==> src/rtl/dso100fb_pixel_mixer.sv <==
// Pixel output stage: pops framebuffer and 2-bpp overlay FIFOs,
// composites the overlay and registers RGB aligned with VID_DE.
module dso100fb_pixel_mixer #(
    parameter int          OV_WORD_W = 32,
    parameter logic [23:0] BLANK_RGB = 24'h000000
) (
    input  logic                 VIDCLK,
    input  logic                 VID_RST_N,
    input  logic                 VIDEO_FETCH,
    input  logic                 OVERLAY_EN,
    input  logic                 OVERLAY_SYNC,
    input  logic [23:0]          FB_DATA,
    input  logic                 FB_EMPTY,
    output logic                 FB_RD,
    input  logic [OV_WORD_W-1:0] OV_DATA,
    input  logic                 OV_EMPTY,
    output logic                 OV_RD,
    input  logic [23:0]          OVCOLOR1,
    input  logic [23:0]          OVCOLOR2,
    input  logic [23:0]          OVCOLOR3,
    input  logic [23:0]          UNDERFLOW_RGB,
    output logic [23:0]          VID_RGB,
    output logic                 FB_UNDERFLOW,
    output logic                 OV_UNDERFLOW
);

    localparam int NPIX = OV_WORD_W / 2;
    localparam int CW   = $clog2(NPIX);
    localparam int SW   = OV_WORD_W - 2;
    localparam logic [CW-1:0] CLAST = CW'(NPIX - 1);

    logic [23:0]   ovc1_q, ovc1_d, ovc2_q, ovc2_d, ovc3_q, ovc3_d;
    logic [23:0]   unf_q, unf_d;
    logic [23:0]   rgb_q, rgb_d;
    logic          fbu_q, fbu_d, ovu_q, ovu_d;
    logic [CW-1:0] cnt_q, cnt_d;
    logic [SW-1:0] sh_q, sh_d;
    logic          en_q, en_d;

    logic          grp0;
    logic [1:0]    code;
    logic [23:0]   base;
    logic [23:0]   mix;

    always_comb begin
        ovc1_d = OVCOLOR1;
        ovc2_d = OVCOLOR2;
        ovc3_d = OVCOLOR3;
        unf_d  = UNDERFLOW_RGB;
        cnt_d  = cnt_q;
        sh_d   = sh_q;
        fbu_d  = fbu_q;
        ovu_d  = ovu_q;
        en_d   = OVERLAY_EN;
        code   = 2'b00;

        grp0  = (cnt_q == '0);
        FB_RD = VID_RST_N & VIDEO_FETCH & ~FB_EMPTY;
        OV_RD = VID_RST_N & OVERLAY_EN & grp0 & ~OV_EMPTY;
        base  = FB_EMPTY ? unf_q : FB_DATA;

        if (OVERLAY_EN) begin
            cnt_d = (cnt_q == CLAST) ? '0 : cnt_q + CW'(1);
            if (grp0) begin
                // An empty FIFO yields a transparent group so alignment holds
                code = OV_EMPTY ? 2'b00 : OV_DATA[1:0];
                sh_d = OV_EMPTY ? '0 : OV_DATA[OV_WORD_W-1:2];
            end else begin
                code = sh_q[1:0];
                sh_d = sh_q >> 2;
            end
        end else if (en_q) begin
            cnt_d = '0;
            sh_d  = '0;
        end

        if (OVERLAY_SYNC) begin
            cnt_d = '0;
            sh_d  = '0;
            fbu_d = 1'b0;
            ovu_d = 1'b0;
        end
        if (VIDEO_FETCH && FB_EMPTY) fbu_d = 1'b1;
        if (OVERLAY_EN && grp0 && OV_EMPTY) ovu_d = 1'b1;

        case (code)
            2'd1:    mix = ovc1_q;
            2'd2:    mix = ovc2_q;
            2'd3:    mix = ovc3_q;
            default: mix = base;
        endcase

        rgb_d = VIDEO_FETCH ? mix : BLANK_RGB;
    end

    always_ff @(posedge VIDCLK or negedge VID_RST_N) begin
        if (!VID_RST_N) begin
            ovc1_q <= '0;
            ovc2_q <= '0;
            ovc3_q <= '0;
            unf_q  <= '0;
            rgb_q  <= '0;
            fbu_q  <= 1'b0;
            ovu_q  <= 1'b0;
            cnt_q  <= '0;
            sh_q   <= '0;
            en_q   <= 1'b0;
        end else begin
            ovc1_q <= ovc1_d;
            ovc2_q <= ovc2_d;
            ovc3_q <= ovc3_d;
            unf_q  <= unf_d;
            rgb_q  <= rgb_d;
            fbu_q  <= fbu_d;
            ovu_q  <= ovu_d;
            cnt_q  <= cnt_d;
            sh_q   <= sh_d;
            en_q   <= en_d;
        end
    end

    assign VID_RGB      = rgb_q;
    assign FB_UNDERFLOW = fbu_q;
    assign OV_UNDERFLOW = ovu_q;

endmodule

==> config.mk <==
export PLATFORM = sky130hd
export DESIGN_NAME = dso100fb_pixel_mixer
export DESIGN_NICKNAME = d
export VERILOG_FILES = /design/src/rtl/dso100fb_pixel_mixer.sv
export SDC_FILE = /design/constraint.sdc
export NUM_CORES = 1
export LEC_CHECK = 0
export CAP_MARGIN = 20
export CORE_UTILIZATION = 36
export CTS_CLUSTER_DIAMETER = 40
export CTS_CLUSTER_SIZE = 8
export DETAILED_ROUTE_END_ITERATION = 7
export DONT_BUFFER_PORTS = 1
export GPL_ROUTABILITY_DRIVEN = 0
export PLACE_DENSITY = 0.48
export SLEW_MARGIN = 20
export SYNTH_ARGS = -nofsm -noshare
export SYNTH_HDL_FRONTEND = slang
export SYNTH_SLANG_ARGS = --single-unit
==> constraint.sdc <==
create_clock -name VIDCLK -period 2.3 [get_ports VIDCLK]
set_input_delay 0.69 -clock VIDCLK [delete_from_list [all_inputs] [get_ports VIDCLK]]
set_output_delay 0.69 -clock VIDCLK [all_outputs]
set_load 0.02 [all_outputs]
==> flow_summary.toml, run 1 <==
[status]
status = "finished, violations left"
violations = "negative hold slack, negative setup slack"

[synthesis]
syn-instance-count = 467
async_reset_ff_share_pct = 100.0
synth_flop_cell = "dfrtp_1"
syn_area_per_cell_um2 = 13.07
yosysTopAreaCell = "dfrtp_1"
synth-edff-count = 0
yosys_register_bits = 157
synthesis.nets = 628
ys_types = 31
netlist.area_leader.share_pct = 64.36
syn_area_um2 = 6105
yosysSeqAreaShare_pct = 64.36
yosysMostFrequentCell = "dfrtp_1"
yosysWarnings = 0
netlist_top_cells_count = "dfrtp_1, mux2i_1, nand2_1"
yosys-top-cells-area = "dfrtp_1, mux2i_1, a221oi_2"

[route]
drc = 0
via_per_inst = 5.129
drt_wl_total_um = 14510
ant_nets = 0
wl_per_cell_um = 20.64
num_vias = 3606
drt-initial-drc-count = 150
drt-pass1-iter-count = 4

[clock_tree]
clk_path_buf_depth = 2
clock-root-buffer = "clkbuf_16"
htreeDepth = 4
insertion_delay_ps = 420
cts_buffers = 17
cts_num_sinks = 157
clk_pin_slew_ps = 60
cts_tree = "yes"

[setup_path]
worstPathRequired_ps = 1610
critPathKind = "flop to primary output"
crit_fanout = 2
crit_arrival_ps = 1710
critPathLaunchType = "flop"
critPathCaptureType = "primary output"
rrSetupSlack_ps = 130

[timing]
rsz0062_at_grt = "yes"
fin_crit_ps = 2400
timing.fmax_mhz = 416.7
fin_skew_ps = 7.777
slew_viol_final = 0
holdWs_ps = -38.03
tightest_slew_ps = 823.9
finalSetupTns_ps = -99.78
finalCritPeriodShare_pct = 104.3
worst_slack_ps = -99.78
slew_headroom_pct = 44.95
hold_violations = 127
final-setup-viol-count = 1

[die]
die-area_um2 = 17480
core_um2 = 16580
die_w_um = 132.2
die_h_um = 132.2
rows = 47
initial_core_util_pct = 36.81
ios = 187

[final_layout]
drive_gt1_share_pct = 15.80
fillers = 1532
final_cell_count_no_fill = 703
area_growth_pct = 16.15
nets = 629

[pwr]
power.total_mw = 6.407
p_per_area_nw_per_um2 = 903.7
pwr-share-comb_pct = 6.8
power_frac_clock_pct = 46.0
switchingPower_mw = 1.483
pwr-share-seq_pct = 47.2
irDropWorstVdd_mv = 0.5121
power.leakage_nw = 3.081
p_sw_share_pct = 23.14
p_int_mw = 4.925

[placed_design]
placed_cells = 664
io_buffers = 0
hpwl_um = 8969
pre_cts_ws_ps = -200.7

[grt]
grt_util_met2_pct = 27.81
busiest_layer = "met2"
grt_start_max_net_pins = 160
antenna_found_initial = 2
use_met1_pct = 22.17
grt_usage_pct = 17.59
grt_pass1_wl_um = 22780
use_met3_pct = 7.151
grt_pass1_vias = 3854
overflow = 0

[min_path]
min_path_type = "input pin to async pin"

[job]
maxCapViolCount = 0
==> power groups by stage <==
stage	registers (mW)	logic (mW)	clock network (mW)
2_1_floorplan	3.05	0.351	0
3_3_place_gp	3.07	0.400	0
3_5_place_dp	3.08	0.413	0
4_1_cts	3.03	0.426	3.01
5_1_grt	3.04	0.477	3.14
6_report	3.02	0.436	2.95
==> cells by family after synthesis <==
group	count (synthesis)	synth area share [%]
fa+ha+maj	2	0.4099
buf+inv	37	3.177
compound gates	119	13.77
mux	50	8.608
flops	157	64.36
simple gates	102	9.674
==> area by class of cell <==
| type | count | area (µm²) | share of cell area (%) |
|---|---|---|---|
| Antenna cell | 2 | 5.005 | 0.07058 |
| Clock buffer | 21 | 470.5 | 6.635 |
| Clock inverter | 11 | 158.9 | 2.241 |
| Inverter | 4 | 15.01 | 0.2118 |
| Multi-Input combinational cell | 274 | 2051 | 28.92 |
| Sequential cell | 157 | 3929 | 55.41 |
| Tap cell | 220 | 275.3 | 3.882 |
| Timing Repair Buffer | 14 | 186.4 | 2.629 |
==> path summary, 6_finish.rpt <==
kind                              end  cells past startpoint          from
min in group VIDCLK        ovc3_q[11]                      0  OVCOLOR3[11]
setup / recovery                OV_RD                      7      cnt_q[0]
setup reg to reg           VID_RGB[2]                      9      cnt_q[0]
hold reg to reg               sh_q[9]                      2       sh_q[9]
hold / removal              unf_q[21]                      0     VID_RST_N
max in group asynchronous   ovc3_q[3]                      0     VID_RST_N
==> metal layers <==
| layer | part of all wire, % | wire length (µm) | vias to the layer above |
|---|---|---|---|
| met5 | 0 | 0 | - |
| met4 | 0.79 | 114 | 0 |
| met1 | 43 | 6242 | 1831 |
| li1 | - | - | 1653 |
| met3 | 7.1 | 1036 | 7 |
| met2 | 49 | 7117 | 115 |
==> sequential cells by signal, indices dropped and copies added, names as in the netlist <==
register      flops
en_q              1
sh_q             30
cnt_q             4
unf_q            24
VID_RGB          24
ovc1_q           24
OV_UNDERFLOW      1
ovc2_q           24
FB_UNDERFLOW      1
ovc3_q           24
==> cells in the final DEF (no fill, tap or decap), types with 2 or more instances in the layout <==
| master | instances |
|---|---|
| buf_6 | 3 |
| buf_4 | 6 |
| o21ai_1 | 32 |
| diode_2 | 2 |
| a221oi_2 | 20 |
| nor2b_1 | 3 |
| nor3b_1 | 29 |
| a22o_1 | 3 |
| clkbuf_16 | 17 |
| mux2i_1 | 48 |
| dfrtp_1 | 157 |
| clkinv_4 | 4 |
| nand2b_1 | 25 |
| nand2_1 | 33 |
| clkinvlp_4 | 3 |
| a221oi_1 | 4 |
| mux2i_4 | 3 |
| bufinv_16 | 3 |
| ha_1 | 2 |
| o21ai_0 | 27 |
| inv_1 | 4 |
| buf_12 | 4 |
| nor2_1 | 3 |
| a21oi_1 | 28 |
| clkbuf_8 | 3 |
==> repair_timing <==
item                                    4_1_cts  5_1_grt
gates resized for setup                       2        5
endpoints found under the hold margin       157      157
endpoints found under the setup margin       25       30
pin swaps                                     1        1
buffers inserted                              1        3
cloned                                        1        0
==> worst max-delay path, cell delays in order, from the launching register on <==
cell and delay, ps:
dfrtp_1 380, inv_1 60, ha_1 160, nor3b_4 210, buf_6 130, nand2_2 60, nor3b_2 140, buf_4 160
==> per-stage QoR <==
stage / util, % / instance area, µm² / hold WS, ps
2_1_floorplan: - / 6110 / 394.4
3_3_place_gp: 38.24 / 6341 / 397.8
3_5_place_dp: 38.40 / 6369 / 398.6
4_1_cts: 42.39 / 7030 / -56.30
5_1_grt: 42.73 / 7086 / -71.66
6_report: 42.76 / 7091 / -38.03
(Power assumes the default switching activity.)
==> inputs of run 2 (changes only) <==
--- a/config.mk
+++ b/config.mk
@@ -5,7 +5,8 @@
 export SDC_FILE = /design/constraint.sdc
 export NUM_CORES = 1
 export LEC_CHECK = 0
-export CAP_MARGIN = 20
+export ABC_AREA = 0
+export CAP_MARGIN = 10
 export CORE_UTILIZATION = 36
 export CTS_CLUSTER_DIAMETER = 40
 export CTS_CLUSTER_SIZE = 8
==> results of run 2 <==
The final DEF is identical to that of run 1; final timing and power are the same.
==> variant 1 (flow settings as in run 1) <==
`rgb_q` no longer has a reset.
--- a/src/rtl/dso100fb_pixel_mixer.sv
+++ b/src/rtl/dso100fb_pixel_mixer.sv
@@ -99,7 +99,6 @@
             ovc2_q <= '0;
             ovc3_q <= '0;
             unf_q  <= '0;
-            rgb_q  <= '0;
             fbu_q  <= 1'b0;
             ovu_q  <= 1'b0;
             cnt_q  <= '0;
@@ -110,7 +109,6 @@
             ovc2_q <= ovc2_d;
             ovc3_q <= ovc3_d;
             unf_q  <= unf_d;
-            rgb_q  <= rgb_d;
             fbu_q  <= fbu_d;
             ovu_q  <= ovu_d;
             cnt_q  <= cnt_d;
@@ -119,6 +117,10 @@
         end
     end
 
+    always_ff @(posedge VIDCLK) begin
+        rgb_q <= rgb_d;
+    end
+
     assign VID_RGB      = rgb_q;
     assign FB_UNDERFLOW = fbu_q;
     assign OV_UNDERFLOW = ovu_q;
Check against the original RTL: not equivalent (a bounded check fails within 4 cycles, from zero or initial values and one cycle with VID_RST_N low).
==> variant 1 against run 1 <==
  * Synthesized cell count rose by 6.2%
  * Sequential cell count did not move
  * Largest power group unchanged
  * Clock skew is 0.00056 ns lower
  * Wire length grew 3.9%
  * Synthesized area down 3.5%
  * Critical endpoint unchanged
  * Total power decreased by 5.5%
  * Largest cell class unchanged
  * Design area is 5.2% lower
  * Critical path depth shrank 3
  * The flow still finishes with violations (negative hold slack, negative setup slack)
  * Worst setup slack better by 0.039 ns
==> variant 1: results (changes against run 1) <==
{
  "run_status": {
    "outcome": "complete, but fails checks",
    "violations": "negative hold slack, negative setup slack"
  },
  "final_layout": {
    "final.signal_buffer_count": {"value": 13, "change": "-1"},
    "design.seq.count": {"value": 157, "change": "unchanged"},
    "final-seq-area": {"value": 3810, "unit": "sq um", "change": "-3.1%"},
    "multi_input_area": {"value": 1910, "unit": "sq um", "change": "-6.8%"},
    "layout_non_clock_buf_share": {"value": 2.01, "unit": "%", "change": "-0.62 points"}
  },
  "timing": {
    "final-setup-viol-count": {"value": 1, "change": "unchanged"},
    "finClkSkew": {"value": 0.00721, "unit": "ns", "change": "-0.000562 ns"},
    "timing.setup.tns": {"value": -0.0612, "unit": "ns", "change": "+0.0386 ns"},
    "smallest_setup_slack_after_layout": {"value": -0.0612, "unit": "ns", "change": "+0.0386 ns"},
    "finalHoldViolCount": {"value": 72, "change": "-43%"},
    "timing.hold.ws": {"value": -0.0348, "unit": "ns", "change": "+0.00326 ns"}
  },
  "pwr": {
    "net-switching-power": {"value": 1420, "unit": "uW", "change": "-4.5%"},
    "pg_seq": {"value": 3030, "unit": "uW", "change": "about the same"},
    "comb_power_share": {"value": 5.8, "unit": "%", "change": "-1.0 points"},
    "ir_drop": {"value": 507, "unit": "uV", "change": "-1.1%"}
  },
  "logic_synthesis": {
    "syn_nets": {"value": 657, "change": "+4.6%"},
    "synth_seq_area_share": {"value": 64.7, "unit": "%", "change": "+0.33 points"},
    "adder_cell_area_share_of_the_yosys_netlist": {"value": 0.425, "unit": "%", "change": "+0.015 points"},
    "multiplexer_share_of_the_synthesized_area": {"value": 5.10, "unit": "%", "change": "-3.5 points"},
    "mapped_avg_cell_area": {"value": 11.9, "unit": "sq um", "change": "-9.2%"},
    "ys_top_cells_by_area": "sky130_fd_sc_hd__dfrtp_1 (57%), sky130_fd_sc_hd__dfxtp_1 (8.2%), sky130_fd_sc_hd__nand2_1 (5.4%)",
    "cell_count_after_synthesis": {"value": 496, "change": "+6.2%"}
  },
  "global_route": {
    "grt_start_max_net_pins": {"value": 136, "change": "-15%"},
    "grt_pass1_wl": {"value": 22400, "unit": "um", "change": "-1.6%"},
    "gr-usage-all-layers": {"value": 18.3, "unit": "%", "change": "+0.68 points"}
  },
  "placed_design": {
    "post_dp_cell_area": {"value": 6090, "unit": "sq um", "change": "-4.4%"},
    "placedCellCount": {"value": 686, "change": "+3.3%"}
  },
  "drt": {
    "drtIter0Drc": {"value": 177, "change": "+18%"},
    "detailroute.via_count": {"value": 3735, "change": "+3.6%"}
  },
  "critical_path": {
    "critical_path_arrival": {"value": 1.67, "unit": "ns", "change": "-0.04 ns"}
  }
}
variant 1: worst paths after layout:
check,slack (ns),cells past startpoint,end,startpoint
worst max-delay path,-0.06,4,OV_RD,cnt_q[1]
worst min-delay path,-0.03,0,ovc1_q[6],VID_RST_N
worst max register to register,0.15,8,VID_RGB[17],cnt_q[1]
worst min register to register,0.48,2,sh_q[25],sh_q[25]
max in group asynchronous,2.12,0,sh_q[1],VID_RST_N
min in group VIDCLK,0.29,0,unf_q[17],UNDERFLOW_RGB[17]
variant 1: what timing repair did:
action | CTS | global route
hold endpoints to repair | 133 | 133
resized for setup | 1 | 0
cloned | 1 | 0
endpoints found under the setup margin | 22 | 2
setup buffers | 3 | 1
pin swaps | 1 | 1
variant 1: routing by layer:
metal	GRT usage, %	vias to the layer above	share of wire (%)
li1	-	1745	-
met1	22.6	1822	43
met2	28.8	144	46
met3	7.91	18	9.7
met4	5.81	6	0.88
met5	0	-	0.24
==> variant 2 (settings of run 1) <==
Made on the original files. `OV_WORD_W`: 32 -> 64.
--- a/src/rtl/dso100fb_pixel_mixer.sv
+++ b/src/rtl/dso100fb_pixel_mixer.sv
@@ -1,7 +1,7 @@
 // Pixel output stage: pops framebuffer and 2-bpp overlay FIFOs,
 // composites the overlay and registers RGB aligned with VID_DE.
 module dso100fb_pixel_mixer #(
-    parameter int          OV_WORD_W = 32,
+    parameter int          OV_WORD_W = 64,
     parameter logic [23:0] BLANK_RGB = 24'h000000
 ) (
     input  logic                 VIDCLK,
Ports: changed (resized OV_DATA); port bits go from 187 to 219. No check against the original RTL was run, so the function may have changed too.
==> variant 2 against run 1 <==
  * Wire length rose by 29%
  * The run still ends with negative hold slack, negative setup slack left
  * Synthesized cell count rose by 37%
  * Critical endpoint unchanged
  * Synthesized area rose by 22%
  * Final cell count rose by 30%
  * Total power rose by 11%
  * Largest power group unchanged
  * Worst setup slack improved by 0.073 ns
  * Sequential cell count rose by 33
  * Design area rose by 19%
==> variant 2: results (changes against run 1) <==
{
  "final_layout": {
    "fill_cells": {"value": 1913, "change": "+25%"},
    "flip_flop_count_of_the_largest_register_all_copies_and_words_added": {"value": 62, "change": "+110%"},
    "drive_above_1_share": {"value": 10.7, "unit": "%", "change": "-5.1 points"}
  },
  "critical_path": {
    "r2r_start": "cnt_q[1]",
    "ff2ff_setup_slack": {"value": 0.09, "unit": "ns", "change": "-0.04 ns"},
    "critical_path_arrival": {"value": 1.64, "unit": "ns", "change": "-0.07 ns"},
    "worstReg2RegEnd": "VID_RGB[0]"
  },
  "clock_network": {
    "number_of_gates_given_a_new_drive_strength_after_cts": {"value": 7, "change": "+5"},
    "post_cts.repair.setup_buffers": {"value": 7, "change": "+6"}
  },
  "drt": {
    "drtIter0Drc": {"value": 374, "change": "+150%"},
    "drt-total-wl": {"value": 18800, "unit": "um", "change": "+29%"}
  },
  "timing": {
    "timing.hold.ws": {"value": -0.0391, "unit": "ns", "change": "-0.00109 ns"},
    "timing.setup.tns": {"value": -0.0264, "unit": "ns", "change": "+0.0734 ns"},
    "finClkSkew": {"value": 0.0180, "unit": "ns", "change": "+0.0103 ns"},
    "smallest_setup_slack_after_layout": {"value": -0.0264, "unit": "ns", "change": "+0.0734 ns"},
    "final-setup-viol-count": {"value": 1, "change": "unchanged"},
    "finalHoldViolCount": {"value": 142, "change": "+12%"}
  },
  "run_status": {
    "outcome": "complete, but fails checks",
    "violations": "negative hold slack, negative setup slack"
  },
  "placed_design": {
    "minimum_setup_slack_after_placement": {"value": 0.165, "unit": "ns", "change": "+0.366 ns"},
    "detailed_place_hpwl": {"value": 11500, "unit": "um", "change": "+28%"},
    "placedCellCount": {"value": 868, "change": "+31%"},
    "post_dp_cell_area": {"value": 7740, "unit": "sq um", "change": "+22%"}
  },
  "global_route": {
    "grt_pass1_vias": {"value": 5016, "change": "+30%"},
    "grt_pass1_wl": {"value": 29100, "unit": "um", "change": "+28%"},
    "grt_start_max_net_pins": {"value": 193, "change": "+21%"}
  },
  "pwr": {
    "total_leakage_power": {"value": 0.00343, "unit": "uW", "change": "+11%"},
    "ir_drop": {"value": 511, "unit": "uV", "change": "-0.22%"}
  },
  "logic_synthesis": {
    "ys_top_cells_by_area": "sky130_fd_sc_hd__dfrtp_1 (64%), sky130_fd_sc_hd__nor3b_1 (6.1%), sky130_fd_sc_hd__a21oi_1 (4.2%)",
    "syn_nets": {"value": 832, "change": "+32%"}
  }
}
==> variant 2: kinds of logic (layout without fill, tap and decap cells) <==
logic type | count (synthesis) | after routing | share of synthesized area, %
compound gates | 204 | 204 | 17.6
flops | 190 | 190 | 63.9
simple gates | 171 | 171 | 13.4
buf+inv | 62 | 61 | 3.48
mux | 7 | 8 | 1.03
fa+ha+maj | 3 | 3 | 0.504
xor+xnor | 1 | 1 | 0.118
other cells | 0 | 5 | 0
==> variant 2: layout make-up <==
type,count,share of cell area (%)
clock inverters,14,1.95
well taps,270,4.00
clock buffers,18,5.19
flip-flops and latches,190,56.2
multi-input cells,387,29.5
repair buffers,22,2.68
diodes,5,0.148
inverters,7,0.311
==> variant 2: power breakdown <==
| group | internal [uW] | total (uW) | switching (uW) |
|---|---|---|---|
| Combinational | 222 | 509 | 286 |
| Clock | 1590 | 2980 | 1400 |
| Sequential | 3500 | 3630 | 123 |
==> variant 2: metal layers <==
metal  wire (um)  vias to the layer above  global-route usage [%]
li1            -                     2301                       -
met1        8340                     2502                    23.3
met2        9030                      146                    27.6
met3        1220                       12                    7.15
met4         175                        2                    5.16
met5          13                        -                       0
==> variant 2: worst max path at each step <==
stage	to	slack, ns	cells after the start
after floorplan	OV_RD	0.02	4
after global placement	OV_RD	0.25	6
after CTS	OV_RD	-0.03	6
final	OV_RD	-0.03	6
after global routing	OV_RD	-0.10	6
after detailed placement	VID_RGB[0]	0.17	7
==> variant 2: critical path, stage by stage (launching register included) <==
cell	delay, ns
sky130_fd_sc_hd__dfrtp_1	0.41
sky130_fd_sc_hd__inv_2	0.08
sky130_fd_sc_hd__ha_4	0.13
sky130_fd_sc_hd__nor4b_4	0.19
sky130_fd_sc_hd__buf_6	0.13
sky130_fd_sc_hd__and3_4	0.16
sky130_fd_sc_hd__buf_6	0.12
